File: src/rtl/hazard_pkg.sv
// Shared encodings for the pipeline hazard controller.
package hazard_pkg;

    typedef enum logic [1:0] {
        ST_RUN     = 2'd0,
        ST_MEMWAIT = 2'd1,
        ST_FLUSH   = 2'd2
    } state_t;

    // MIPS $zero never carries a real dependency.
    localparam logic [4:0] REG_ZERO = 5'd0;

    // Wait counter is wide enough for the largest legal timeout.
    localparam int WAIT_W = 16;

    // Flush counter holds at most BR_PENALTY-1 = 3.
    localparam int FLUSH_W = 3;

endpackage

File: src/rtl/hazard_ctrl_sat_counter.sv
// Saturating up-counter with synchronous clear and parallel load.
// Priority: reset > clear > load > increment.
module sat_counter #(
    parameter int W = 8
) (
    input  logic         clk_i,
    input  logic         rst_i,
    input  logic         clear_i,
    input  logic         load_i,
    input  logic [W-1:0] load_val_i,
    input  logic         inc_i,
    output logic [W-1:0] cnt_o
);

    localparam logic [W-1:0] CNT_MAX = '1;

    // Count register; sticks at all-ones instead of wrapping.
    always_ff @(posedge clk_i) begin
        if (rst_i || clear_i) begin
            cnt_o <= '0;
        end else if (load_i) begin
            cnt_o <= load_val_i;
        end else if (inc_i && (cnt_o != CNT_MAX)) begin
            cnt_o <= cnt_o + W'(1);
        end
    end

endmodule

File: src/rtl/hazard_ctrl.sv
// Pipeline sequencing controller for the 5-stage MIPS core: drives the
// pipeline register enables and flush/bubble controls, resolves load-use,
// taken-branch and data-memory wait hazards, counts stall cycles and flags
// memory timeouts.
//
// state   | meaning
// --------+-----------------------------------------------------------
// RUN     | normal issue; load-use stalls are resolved in place
// MEMWAIT | data access outstanding, whole pipeline frozen
// FLUSH   | extra branch-penalty cycles, IF/ID loads NOPs
module hazard_ctrl
    import hazard_pkg::*;
#(
    parameter int BR_PENALTY  = 1,
    parameter int MEM_TIMEOUT = 255,
    parameter int CNT_W       = 16
) (
    input  logic             clk_i,
    input  logic             rst_i,
    input  logic [4:0]       ifid_rs_i,
    input  logic [4:0]       ifid_rt_i,
    input  logic             ifid_uses_rt_i,
    input  logic [4:0]       idex_rt_i,
    input  logic             idex_memread_i,
    input  logic             branch_taken_i,
    input  logic             dmem_req_i,
    input  logic             dmem_ready_i,
    output logic             pc_en_o,
    output logic             ifid_en_o,
    output logic             idex_en_o,
    output logic             exmem_en_o,
    output logic             memwb_en_o,
    output logic             ifid_flush_o,
    output logic             idex_bubble_o,
    output logic [1:0]       state_o,
    output logic [CNT_W-1:0] stall_cnt_o,
    output logic             err_o
);

    localparam int                 WAIT_X     = WAIT_W + 1;
    localparam logic [FLUSH_W-1:0] BR_RELOAD  = FLUSH_W'(BR_PENALTY - 1);
    localparam logic [WAIT_X-1:0]  TIMEOUT_TC = WAIT_X'(MEM_TIMEOUT);

    state_t               state_q;
    state_t               state_d;

    logic                 mem_stall;
    logic                 load_use;
    logic                 run_eval;

    logic [WAIT_W-1:0]    wait_cnt;
    logic                 wait_inc;
    logic                 wait_load;
    logic                 wait_clear;
    logic [WAIT_X-1:0]    wait_next;

    logic [FLUSH_W-1:0]   flush_cnt;
    logic                 flush_load;
    logic                 flush_clear;
    logic [FLUSH_W-1:0]   flush_load_val;

    assign mem_stall = dmem_req_i & ~dmem_ready_i;
    assign load_use  = idex_memread_i & (idex_rt_i != REG_ZERO) &
                       ((idex_rt_i == ifid_rs_i) |
                        (ifid_uses_rt_i & (idex_rt_i == ifid_rt_i)));

    assign state_o = state_q;

    // State register.
    always_ff @(posedge clk_i) begin
        if (rst_i) begin
            state_q <= ST_RUN;
        end else begin
            state_q <= state_d;
        end
    end

    // Next state, Mealy enables and counter controls. MEMWAIT exit reuses
    // the RUN decision so a ready cycle is never lost.
    always_comb begin
        state_d        = state_q;
        pc_en_o        = 1'b1;
        ifid_en_o      = 1'b1;
        idex_en_o      = 1'b1;
        exmem_en_o     = 1'b1;
        memwb_en_o     = 1'b1;
        ifid_flush_o   = 1'b0;
        idex_bubble_o  = 1'b0;
        wait_inc       = 1'b0;
        wait_load      = 1'b0;
        wait_clear     = 1'b0;
        flush_load     = 1'b0;
        flush_clear    = 1'b0;
        flush_load_val = '0;
        run_eval       = 1'b0;

        case (state_q)
            ST_RUN: begin
                run_eval = 1'b1;
            end
            ST_MEMWAIT: begin
                if (mem_stall) begin
                    pc_en_o    = 1'b0;
                    ifid_en_o  = 1'b0;
                    idex_en_o  = 1'b0;
                    exmem_en_o = 1'b0;
                    memwb_en_o = 1'b0;
                    wait_inc   = 1'b1;
                end else begin
                    wait_clear = 1'b1;
                    run_eval   = 1'b1;
                end
            end
            ST_FLUSH: begin
                if (mem_stall) begin
                    pc_en_o    = 1'b0;
                    ifid_en_o  = 1'b0;
                    idex_en_o  = 1'b0;
                    exmem_en_o = 1'b0;
                    memwb_en_o = 1'b0;
                end else if (branch_taken_i) begin
                    ifid_flush_o  = 1'b1;
                    idex_bubble_o = 1'b1;
                    if (BR_PENALTY > 1) begin
                        flush_load     = 1'b1;
                        flush_load_val = BR_RELOAD;
                    end else begin
                        flush_clear = 1'b1;
                        state_d     = ST_RUN;
                    end
                end else begin
                    ifid_flush_o = 1'b1;
                    if (flush_cnt <= FLUSH_W'(1)) begin
                        flush_clear = 1'b1;
                        state_d     = ST_RUN;
                    end else begin
                        flush_load     = 1'b1;
                        flush_load_val = flush_cnt - FLUSH_W'(1);
                    end
                end
            end
            default: begin
                state_d = ST_RUN;
            end
        endcase

        if (run_eval) begin
            if (mem_stall) begin
                pc_en_o    = 1'b0;
                ifid_en_o  = 1'b0;
                idex_en_o  = 1'b0;
                exmem_en_o = 1'b0;
                memwb_en_o = 1'b0;
                wait_load  = 1'b1;
                state_d    = ST_MEMWAIT;
            end else if (branch_taken_i) begin
                // The ID instruction is squashed, so any load-use is moot.
                ifid_flush_o  = 1'b1;
                idex_bubble_o = 1'b1;
                if (BR_PENALTY > 1) begin
                    flush_load     = 1'b1;
                    flush_load_val = BR_RELOAD;
                    state_d        = ST_FLUSH;
                end else begin
                    state_d = ST_RUN;
                end
            end else if (load_use) begin
                pc_en_o       = 1'b0;
                ifid_en_o     = 1'b0;
                idex_bubble_o = 1'b1;
                state_d       = ST_RUN;
            end else begin
                state_d = ST_RUN;
            end
        end

        if (rst_i) begin
            pc_en_o       = 1'b0;
            ifid_en_o     = 1'b0;
            idex_en_o     = 1'b0;
            exmem_en_o    = 1'b0;
            memwb_en_o    = 1'b0;
            ifid_flush_o  = 1'b1;
            idex_bubble_o = 1'b1;
        end
    end

    // Value the wait counter takes at this edge, one bit wider so the
    // timeout compare still works when the counter saturates.
    assign wait_next = wait_load ? WAIT_X'(1) : ({1'b0, wait_cnt} + WAIT_X'(1));

    // Sticky timeout flag; set on the edge the wait count reaches the limit.
    always_ff @(posedge clk_i) begin
        if (rst_i) begin
            err_o <= 1'b0;
        end else if ((wait_load || wait_inc) && (wait_next >= TIMEOUT_TC)) begin
            err_o <= 1'b1;
        end
    end

    sat_counter #(.W(CNT_W)) u_stall_cnt (
        .clk_i      (clk_i),
        .rst_i      (rst_i),
        .clear_i    (1'b0),
        .load_i     (1'b0),
        .load_val_i ({CNT_W{1'b0}}),
        .inc_i      (~pc_en_o & ~rst_i),
        .cnt_o      (stall_cnt_o)
    );

    sat_counter #(.W(WAIT_W)) u_wait_cnt (
        .clk_i      (clk_i),
        .rst_i      (rst_i),
        .clear_i    (wait_clear),
        .load_i     (wait_load),
        .load_val_i (WAIT_W'(1)),
        .inc_i      (wait_inc),
        .cnt_o      (wait_cnt)
    );

    sat_counter #(.W(FLUSH_W)) u_flush_cnt (
        .clk_i      (clk_i),
        .rst_i      (rst_i),
        .clear_i    (flush_clear),
        .load_i     (flush_load),
        .load_val_i (flush_load_val),
        .inc_i      (1'b0),
        .cnt_o      (flush_cnt)
    );

endmodule

File: config.mk
export PLATFORM = sky130hd
export DESIGN_NAME = hazard_ctrl
export DESIGN_NICKNAME = d
export VERILOG_FILES = /design/src/rtl/hazard_pkg.sv /design/src/rtl/hazard_ctrl_sat_counter.sv /design/src/rtl/hazard_ctrl.sv
export SDC_FILE = /design/constraint.sdc
export NUM_CORES = 1
export LEC_CHECK = 0
export BUFFER_PORTS_ARGS = -buffer_cell sky130_fd_sc_hd__buf_2
export CORE_UTILIZATION = 44
export CTS_BUF_LIST = sky130_fd_sc_hd__clkbuf_8
export DETAILED_ROUTE_END_ITERATION = 7
export PLACE_DENSITY = 0.79
export SLEW_MARGIN = 20
export SYNTH_ARGS = -nofsm -noshare
export SYNTH_HDL_FRONTEND = slang
export SYNTH_SLANG_ARGS = --single-unit
File: constraint.sdc
create_clock -name clk_i -period 1.9 [get_ports clk_i]
set_input_delay 0.095 -clock clk_i [delete_from_list [all_inputs] [get_ports clk_i]]
set_output_delay 0.095 -clock clk_i [all_outputs]
set_load 0.03 [all_outputs]
# Yosys cells after proc, flatten, opt, wreduce, memory -nomap -nowiden
# Index checks and enable logic that the tools add are counted.
# word_totals
register_bits	38
in_bits	22
output_inout_bits	26
elab_cells	92
# op_classes
addsub	4
magnitude_cmp	2
n_eq_ne	9
n_mux	49
n_bitwise	9
reduce_logical	13
# ops
cell	count
1-bit two-way mux	38
16-bit by 1-bit adder with 16-bit output (second input constant)	2
16-bit != test (second input constant)	2
16-bit by 1-bit adder with 17-bit output (second input constant)	1
17-bit by 8-bit >= comparator with 1-bit output (second input constant)	1
17-bit two-way mux	1
3-bit two-way mux	4
5-bit equality test	2
2-bit two-way mux	4
2-bit OR reduction	3
1-bit bitwise AND	5
5-bit nonzero test	1
4-bit != test (second input constant)	1
2-bit case mux with 2 select lines	1
3-bit by 1-bit less-or-equal comparator with 1-bit output (second input constant)	1
1-bit logical AND	3
1-bit logical OR	3
3-bit != test (second input constant)	1
1-bit inverter	3
3-bit AND reduction	1
3-bit by 1-bit subtractor with 3-bit output (second input constant)	1
2-bit by 1-bit equality test with 1-bit output (second input constant)	1
2-bit equality test (second input constant)	1
2-bit zero test	1
4 further kinds	4

# Longest topological paths before layout
# depth
word_depth	12
mapped_depth	8
mapped_depth_nobuf	7

# Modules after synthesis
# From an unflattened synthesis, not the netlist that was laid out.
# unflattened
cells_unflattened	311
hier_area_um2	2590.0
# by_module_without_submodules
module	instances	cells_per_inst	area_per_inst_um2	seq_area_each_um2
sat_counter	2	118	1023.5	320.3
hazard_ctrl	1	75	543.0	40.0

# Worst setup path after synthesis
# Ideal clock, no wire load.
# synth_path
kind	flip-flop to flip-flop
startpoint	register u_stall_cnt.cnt_o[0]
endpoint	register u_stall_cnt.cnt_o[7]
setup_time_ns	0.074
arrival_time_ns	1.932
required_ns	1.826
path_slack_ns	-0.106
stages_incl_launch_ff	8
path_buffers	0
synth_period_minus_slack_ns	2.006
cell_sequence	dfxtp_1 ha_1 nand4_1 o41ai_1 a21oi_2 and2_2 nand4_1 mux2i_1
# synth_between
elab_chain_len	2
elab_cells_between_ends	3
classes_between	1 x add/sub; 1 x eq/ne; 1 x reduce/logical
# synth_rtl
item	line	rtl
start, declared	hazard_ctrl_sat_counter.sv:12	output logic [W-1:0] cnt_o
start signal, assigned	hazard_ctrl_sat_counter.sv:22	cnt_o <= load_val_i;
start signal, assigned	hazard_ctrl_sat_counter.sv:24	cnt_o <= cnt_o + W'(1);
branches (longest 2 deep; another with 16-bit by 1-bit adder with 16-bit output)	--	
# Several ways; the timed one is not identified.
# A chain may end at the register's enable or synchronous reset.

# Worst setup path after layout
# layout_path
startpoint	register u_stall_cnt.cnt_o[0]
endpoint	register u_stall_cnt.cnt_o[15]
# The elaborated chain is that of the path after synthesis.

==> flow_metrics.tcl <==
set metrics [dict create \
    synth-main-ff-cell "dfxtp_1" \
    crit_family "simple AND/OR/NAND/NOR gates" \
    cp-end-kind "flip-flop" \
    grt_max_degree 19 \
    ant_nets 0 \
    p_int_mw 1.08 \
    cts_tree "built" \
    pwr-share-clk_pct 37.7 \
    area_delta_synth_final_pct 30.8 \
    finClkSkew_ns 0.00643 \
    rows 24 \
    dp_slack_ns 0.0808 \
    slowest_delay_ns 0.53 \
    synth_area_leaders "dfxtp_1 33%, xnor2_1 7.3%, xor2_1 7.3%, nor2_1 6.4%, nand3_1 4.4%" \
    numClockSinks 34 \
    synth.largest_area_cell "dfxtp_1" \
    cp_common_cell "a21oi_2" \
    routed_wl_mm 5.14 \
    p_seq_share_pct 49.6 \
    yosysMostFrequentCell "nor2_1" \
    max_freq_mhz 550 \
    synth_cells 245 \
    hp-start "rst_i" \
    synth_area_um2 2040 \
    hpwlAfterDp_mm 3.80 \
    crit_fanout 8 \
    grt_usage_pct 21.0 \
    dieArea_um2 4910 \
    hp-class "in -> reg" \
    placedInstanceArea_um2 2510 \
    avgSynthCellArea_um2 8.33 \
    synth_fp_nets 269 \
    clk_pin_slew_ns 0.07 \
    synth-edff-count 0 \
    cts_buffers 5 \
    fin_nets 347 \
    critPathBufInv 0 \
    cts_hold_buf 0 \
    switching_power_uw 376 \
    cts_root_buffer "clkbuf_8" \
    fin_area_um2 2670 \
    hold_viol_final 0 \
    fin_tns_setup_ns 0 \
    synth_seq_area_share_pct 33.4 \
    fin_crit_sh_pct 95.8 \
    io_pins 48 \
    async_flop_share_pct 0 \
    ir_drop_v 0.000378 \
    start_util_pct 46.2 \
    clk_path_buf_depth 2 \
    status "finished, final reports clean" \
    critPathSlowestCell "or4_4" \
    finalSetupViolations 0 \
    grt_pass1_wl_mm 8.40 \
    ctsHtreeMaxLevel 2 \
    vias 2083 \
    clkLatencyLatePin_ns 0.29 \
    dr.pass1.iters 4 \
    via_per_inst 5.54 \
    powerDensity_nw_per_um2 544 \
    drv_slew 0 \
    drtIter0Drc 83 \
    totalPowerFinal_mw 1.45 \
    antenna_found_initial 0 \
    fin_ws_ns 0.0806 \
    portBuffers 46 \
    finalNonFillerCells 376 \
    synthDistinctLibCells 48 \
    antenna_cells 0 \
    utilization_pct 60.5 \
    switching_share_pct 25.9 \
    cp.required_ns 2.14 \
    maxCapViolCount 0 \
    grt_pass1_vias 1953 \
    rsz0062_at_grt "true" \
    fp.dieH_um 70.1 \
    synth_commonest_cells "35 x nor2_1, 34 x dfxtp_1, 23 x nand2_1, 18 x nand3_1" \
    synth_top_area_share_pct 33.4 \
    whs_ns 0.206 \
    core-area_um2 4410 \
    power_frac_comb_pct 12.7 \
    die_w_um 70.1 \
    dp_cells 364 \
    r2r-start "u_stall_cnt.cnt_o[0]$_SDFFE_PP0P_" \
    drc 0 \
    wire_per_inst_um 13.7 \
    crit_chain "ha_1, nand4_1, o41ai_1, a21oi_2, nand2_2, or4_4, a21oi_2" \
    gr-total-overflow 0 \
    critical_path_class "reg -> reg" \
    crit_start "u_stall_cnt.cnt_o[0]$_SDFFE_PP0P_" \
    startpoint_type "flip-flop" \
    min_period_ns 1.82 \
    crit_arrival_ns 2.06 \
    drive_above_1_share_pct 34.6 \
    routabilityCongestion 0.844 \
    synth-seq-cells 34 \
    leakage_nw 1.10 \
    ys_warn_count 0 \
]
==> layout by cell type (no fill, tap or decap), types with 2 or more instances in the layout <==
master and instances:
a21oi_1 7, a21oi_2 3, a311oi_1 3, a41oi_1 2
and3_1 4, buf_2 46, buf_4 34, clkbuf_8 6
dfxtp_1 29, dfxtp_2 5, inv_1 4, mux2i_1 4
nand2_1 23, nand3_1 16, nand3_2 3, nand4_1 12
nor2_1 33, nor2_2 2, nor2b_1 4, nor3_1 2
o211ai_1 2, o21a_1 2, o21ai_0 5, o21ai_1 2
o22ai_1 2, o31ai_1 6, or4_1 4, xnor2_1 17
xor2_1 17
==> per-layer routing <==
metal  track usage, %  vias to the layer above  part of all wire [%]
li1                 -                     1034                     -
met1             24.0                      996                    42
met2             37.6                       43                    52
met3             6.35                       10                   3.6
met4             5.78                        0                   1.8
met5                0                        -                     0
==> final timing paths <==
kind	depth (start not counted)	endpoint	slack (ns)
worst max-delay path	7	u_stall_cnt.cnt_o[15]$_SDFFE_PP0P_	0.08
worst min-delay path	3	u_stall_cnt.cnt_o[15]$_SDFFE_PP0P_	0.21
worst max register to register	7	u_stall_cnt.cnt_o[15]$_SDFFE_PP0P_	0.08
worst min register to register	2	u_stall_cnt.cnt_o[11]$_SDFFE_PP0P_	0.52
==> power by group through the flow <==
stage / registers [mW] / logic, mW / clock network (mW)
after floorplan: 0.742 / 0.115 / 0
after global placement: 0.736 / 0.177 / 0
after detailed placement: 0.736 / 0.181 / 0
after CTS: 0.719 / 0.182 / 0.564
after global routing: 0.719 / 0.200 / 0.587
final: 0.720 / 0.185 / 0.548
==> flip-flops by register name (all words and copies together) (netlist names) <==
register and flops:
u_stall_cnt.cnt_o 16, err_o 1, state_o 1, u_wait_cnt.cnt_o 16
==> worst min-delay path, cell delays in order <==
cell	delay [ns]
buf_2	0.09
buf_4	0.23
a21oi_2	0.04
==> kinds of logic after synthesis <==
group                      Yosys count  share of synthesized area, %
AOI/OAI and AO/OA                   39                          13.9
xor gates and xnor gates            34                          14.6
adders and majority gates            2                          1.23
buffers and inverters               14                          4.17
DFF                                 34                          33.4
muxes                                5                          2.51
other                                1                         0.184
and+or+nand+nor                    116                          30.1
==> repair_timing <==
| item | in CTS | in global routing |
|---|---|---|
| endpoints found under the setup margin | 0 | 20 |
| gates resized for setup | 0 | 10 |
| setup buffers | 0 | 3 |
==> layout make-up <==
type	count	area (um2)
Clock inverter	2	8.76
Sequential cell	34	687
Multi-Input combinational cell	198	1330
Clock buffer	6	82.6
Tap cell	52	65.1
Timing Repair Buffer	80	485
Fill cell	410	1740
Inverter	4	15.0
(Power assumes the default switching activity.)
